**config.mk**
```make
export PLATFORM = sky130hd
export DESIGN_NAME = centroid_update
export DESIGN_NICKNAME = d
export VERILOG_FILES = /design/src/rtl/centroid_update.sv
export SDC_FILE = /design/constraint.sdc
export NUM_CORES = 1
export LEC_CHECK = 0
export CAP_MARGIN = 40
export CORE_UTILIZATION = 45
export CTS_BUF_LIST = sky130_fd_sc_hd__clkbuf_2 sky130_fd_sc_hd__clkbuf_4 sky130_fd_sc_hd__clkbuf_8
export DETAILED_ROUTE_END_ITERATION = 10
export PLACE_DENSITY = 0.75
export RECOVER_POWER = 100
export SYNTH_ARGS = -nofsm -noshare
export SYNTH_HDL_FRONTEND = slang
export SYNTH_SLANG_ARGS = --single-unit
```
**constraint.sdc**
```tcl
create_clock -name clk -period 4.2 [get_ports clk]
set_input_delay 0.84 -clock clk [delete_from_list [all_inputs] [get_ports clk]]
set_output_delay 0.84 -clock clk [all_outputs]
set_load 0.02 [all_outputs]
```
**src/rtl/centroid_update.sv**
```systemverilog
// centroid_update: k-means centroid recompute (floored sum/count) for five clusters via one shared restoring divider
// Ports: clk/rst_n (sync active-low reset); start requests an update, init_en loads init_x/init_y (both IDLE only);
// sum_x/sum_y/count are packed {E,D,C,B,A} inputs; cent_x/cent_y are the current centroids;
// busy spans the update, done pulses one cycle at completion with converged (no centroid moved).
module centroid_update #(
    parameter int SUM_W = 24,
    parameter int CNT_W = 14,
    parameter int CRD_W = 14
) (
    input  logic                 clk,
    input  logic                 rst_n,
    input  logic                 start,
    input  logic [5*SUM_W-1:0]   sum_x,
    input  logic [5*SUM_W-1:0]   sum_y,
    input  logic [5*CNT_W-1:0]   count,
    input  logic                 init_en,
    input  logic [5*CRD_W-1:0]   init_x,
    input  logic [5*CRD_W-1:0]   init_y,
    output logic [5*CRD_W-1:0]   cent_x,
    output logic [5*CRD_W-1:0]   cent_y,
    output logic                 busy,
    output logic                 done,
    output logic                 converged
);
    localparam int BW = $clog2(SUM_W);
    typedef enum logic [2:0] {IDLE, LOAD, DIV, STORE, FIN} state_t;
    state_t             state;
    logic [5*SUM_W-1:0] sx, sy;
    logic [5*CNT_W-1:0] cn;
    logic [SUM_W-1:0]   dvd;
    logic [CNT_W-1:0]   dsr;
    logic [CNT_W:0]     rem;
    logic [BW-1:0]      bit_cnt;
    logic [2:0]         k;
    logic               c;
    logic               moved;
    logic [CNT_W+1:0]   trial;
    logic               neg;
    logic [CNT_W-1:0]   cnt_k;
    logic [CRD_W-1:0]   old_v, new_v;
    logic               last;
    always_comb begin
        // rem < divisor < 2^CNT_W, so the top bit of trial is a reliable sign
        trial = {rem, dvd[SUM_W-1]} - {2'b00, dsr};
        neg   = trial[CNT_W+1];
        cnt_k = cn[k*CNT_W +: CNT_W];
        old_v = c ? cent_y[k*CRD_W +: CRD_W] : cent_x[k*CRD_W +: CRD_W];
        // dvd holds the finished quotient in STORE; zero count keeps the old centroid
        new_v = (cnt_k == '0) ? old_v : (|dvd[SUM_W-1:CRD_W]) ? {CRD_W{1'b1}} : dvd[CRD_W-1:0];
        last  = (k == 3'd4) && c;
    end
    always_ff @(posedge clk) begin
        if (!rst_n) begin
            state     <= IDLE;
            sx        <= '0;
            sy        <= '0;
            cn        <= '0;
            dvd       <= '0;
            dsr       <= '0;
            rem       <= '0;
            bit_cnt   <= '0;
            k         <= '0;
            c         <= 1'b0;
            moved     <= 1'b0;
            cent_x    <= '0;
            cent_y    <= '0;
            busy      <= 1'b0;
            done      <= 1'b0;
            converged <= 1'b0;
        end else begin
            case (state)
                IDLE: begin
                    if (init_en) begin
                        cent_x <= init_x;
                        cent_y <= init_y;
                    end else if (start) begin
                        sx    <= sum_x;
                        sy    <= sum_y;
                        cn    <= count;
                        k     <= '0;
                        c     <= 1'b0;
                        moved <= 1'b0;
                        busy  <= 1'b1;
                        state <= LOAD;
                    end
                end
                LOAD: begin
                    dvd     <= c ? sy[k*SUM_W +: SUM_W] : sx[k*SUM_W +: SUM_W];
                    dsr     <= cnt_k;
                    rem     <= '0;
                    bit_cnt <= BW'(SUM_W-1);
                    state   <= DIV;
                end
                DIV: begin
                    // quotient bits shift into dvd as dividend bits shift out
                    rem <= neg ? {rem[CNT_W-1:0], dvd[SUM_W-1]} : trial[CNT_W:0];
                    dvd <= {dvd[SUM_W-2:0], ~neg};
                    if (bit_cnt == '0)
                        state <= STORE;
                    else
                        bit_cnt <= bit_cnt - 1'b1;
                end
                STORE: begin
                    if (c)
                        cent_y[k*CRD_W +: CRD_W] <= new_v;
                    else
                        cent_x[k*CRD_W +: CRD_W] <= new_v;
                    moved <= moved | (new_v != old_v);
                    if (last) begin
                        busy      <= 1'b0;
                        done      <= 1'b1;
                        converged <= ~(moved | (new_v != old_v));
                        state     <= FIN;
                    end else begin
                        c     <= ~c;
                        k     <= c ? k + 3'd1 : k;
                        state <= LOAD;
                    end
                end
                FIN: begin
                    done  <= 1'b0;
                    state <= IDLE;
                end
                default: state <= IDLE;
            endcase
        end
    end
endmodule

```
==> impl_metrics.toml <==
[clock_network]
path_clk_slew_ns = 0.07
cts.htree.levels = 3
numCtsBuffers = 87
clock_tree_from_tritoncts = "built"
hold_buffers = 0
cts-root-to-sink-buffers = 3
clkSinkCount = 519
cts.root.buffer_cell = "clkbuf_8"
clk_latency_ns = 0.71

[power]
power-per-cell-area_nw_per_um2 = 534.0
leakagePower_nw = 13.72
peakVddDrop_mv = 0.3731

[yosys]
post_synth_num_cell_types = 78
postSynth.topFlopCell = "dfxtp_1"
synth.ff_latch_count = 519
syn-instance-count = 3394
synth_simple_gate_area_share_pct = 19.41
yosysWarningCount = 0
muxShareOfSynthArea_pct = 11.46
netlist_area_um2 = 26780
synth-async-reset-ratio_pct = 0
combinational_family_with_the_most_area_after_synthesis = "compound AO/OA/AOI/OAI gates"
synthAdderAreaFrac_pct = 1.420
synth_nets = 3876
synth-xor-area-share_pct = 0.7522
synth_compound_area_share_pct = 23.68
synth-seq-area-share_pct = 38.79
synth_edf_count = 0
synth_area_per_cell_um2 = 7.891

[setup_path]
arrival_time_worst_endpoint_ns = 4.70
critPathMostFrequentCell = "buf_4"
critical_path.max_fanout = 10
crit_path_top_delay_cell = "fa_2"
timing.rr.start = "k[0]"
critPathLaunchType = "flip-flop"
critPathCaptureType = "flip-flop"
startpoint = "k[0]"
crit_chain = "fa_1 -> ha_4 -> fa_2 -> buf_4 -> nor3b_4 -> buf_4 -> o21ai_1 -> o21bai_2 -> or3_1 -> or2_2 -> a21oi_1 -> nor2_1 -> a311oi_1"
worst_ep_required_time_ns = 4.78
critical-path-max-stage-delay_ns = 0.61
r2r.worst_path.cells = 13
timing.setup.critical_path_class = "reg2reg"

[sta]
rsz0062_at_grt = "yes"
fin_worst_skew_ns = 0.05359
period_needed_ns = 4.122
finalHoldViolCount = 0
timing.hold.ws_ns = 0.4530
relSlewSlack_pct = -82.01
final_max_slew_viol_count = 111
achievable-frequency_mhz = 242.6
finalSetupViolCount = 0
worst_pin_slew_ns = 2.730
period_share_pct = 98.13
totalNegativeSetupSlack_ns = 0
post-route-worst-setup-slack_ns = 0.07842

[hold_path]
hold_class = "reg2reg"
hold_path.startpoint = "sx[109]"
hold_path_depth = 2

[die]
die_x_um = 246.0
core-area_um2 = 58910
design.portCount = 597
chipHeight_um = 246.0
fp-row-count = 89
initial_utilization_pct = 45.46
die_area_um2 = 60490

[detailed_routing]
post_drt_wl_per_cell_um = 24.20
vias = 29680
drt-initial-drc-count = 3369
detailedRoute.firstPassIterationCount = 9
antenna_violating_nets_post_route = 0
drc = 0
totalWireLength_um = 118700
routed_via_density = 6.053

[layout]
areaGrowthSynthToFinish_pct = 37.54
drive_above_1_share_pct = 13.93
layout_commonest_cell = "nand2_1"
nets = 4539
n_fill_cell = 5208
layout.cells.most_common_list = "nand2_1 (863), dfxtp_1 (515), a21oi_1 (457), clkdlybuf4s50_1 (452), buf_4 (218)"

[global_route]
largest_net_degree_at_the_start_of_global_routing = 146
first_pass_grt_wire_length_um = 172000
grt_antenna_before_repair = 3
first_global_vias = 27610
grt.total_usage_pct = 37.74
globalRoute.totalOverflow = 0

[placement]
port_buffer_count = 596
preCtsSetupSlack_ns = -0.06770
hpwl_um = 89910
place_congestion = 1.032

[status]
status = "finished with violations"
violations = "max-capacitance violations, max-slew violations"

[flow_run]
max_cap_viol_count = 2
## sequential cells by signal, indices dropped and copies added (netlist names)
| signal | count |
|---|---|
| sx | 120 |
| sy | 120 |
| cent_x | 70 |
| cent_y | 70 |
| cn | 70 |
| dvd | 24 |
| rem | 15 |
| dsr | 14 |
| bit_cnt | 5 |
| k | 3 |
| state | 3 |
| busy | 1 |
| c | 1 |
| converged | 1 |
| done | 1 |
| moved | 1 |
## synth_stat cells (18+ instances only)
master / number / share of area (%)
nor2_1: 178 / 2.5
a31oi_1: 69 / 1.6
nand3_1: 46 / 0.86
a22oi_1: 73 / 2.0
ha_1: 24 / 1.1
o31ai_1: 18 / 0.50
mux4_2: 78 / 6.6
and3_1: 24 / 0.56
a21oi_1: 459 / 8.6
buf_2: 19 / 0.36
a211oi_1: 25 / 0.70
inv_1: 32 / 0.45
mux2i_1: 107 / 4.0
dfxtp_1: 519 / 39
o22ai_1: 85 / 2.0
o21ai_0: 175 / 3.3
nand2_1: 863 / 12
nand2b_1: 22 / 0.51
clkbuf_1: 229 / 3.2
nor3_1: 39 / 0.73
## layout make-up
type / count / area [um^2] / area share, %
Tap cell: 773 / 967.2 / 2.626
Clock inverter: 21 / 197.7 / 0.5367
Sequential cell: 519 / 10400 / 28.23
Inverter: 34 / 135.1 / 0.3668
Clock buffer: 138 / 1718 / 4.664
Multi-Input combinational cell: 2574 / 15440 / 41.92
Antenna cell: 3 / 7.507 / 0.02038
Timing Repair Buffer: 841 / 7970 / 21.64
## cell families after synthesis
logic type	after synthesis
buffers and inverters	301
XOR/XNOR	23
AO/OA/AOI/OAI	1058
flip-flops	519
adder cells (fa/ha/maj)	28
multiplexers	205
AND/OR/NAND/NOR	1260
## metal layers
layer / GRT usage, % / routed length (um)
met3: 8.698 / 12480
met1: 49.72 / 47330
met4: 17.88 / 5943
met5: 0 / 0
met2: 58.11 / 52900
## critical path, delay by kind of cell, from the launching register on
kind	cells	cell delay [ns]
fa+ha+maj	3	1.34
flops	1	0.36
simple gates	4	0.99
buf+inv	2	0.36
compound gates	4	0.92
## what timing repair did
action	4_1_cts	5_1_grt
buffers inserted	0	4
endpoints found under the setup margin	28	98
cloned	0	1
gates resized for setup	8	40
pin swaps	1	5
## through the flow
step,util [%],power [W],cell area [um^2],std cells
after floorplan,-,0.01115,26790,3394
after global placement,58.84,0.01459,34660,4734
after detailed placement,58.87,0.01465,34680,4736
after CTS,62.20,0.01960,36640,4895
after global routing,62.53,0.02050,36830,4902
final,62.53,0.01967,36840,4903
## power breakdown
| group | leakage [nW] | internal, W | total, W | switching, W |
|---|---|---|---|---|
| combinational | 8.45 | 0.00335 | 0.00823 | 0.00487 |
| sequential | 4.24 | 0.00572 | 0.00649 | 0.000769 |
| clock | 1.03 | 0.00274 | 0.00495 | 0.00221 |
## path summary, 6_finish.rpt
kind / to / slack (ns)
worst max-delay path: cent_y[4] / 0.08
worst min-delay path: sx[109] / 0.45
worst max register to register: cent_y[4] / 0.08
worst min register to register: sx[109] / 0.45
(Power assumes the default switching activity.)
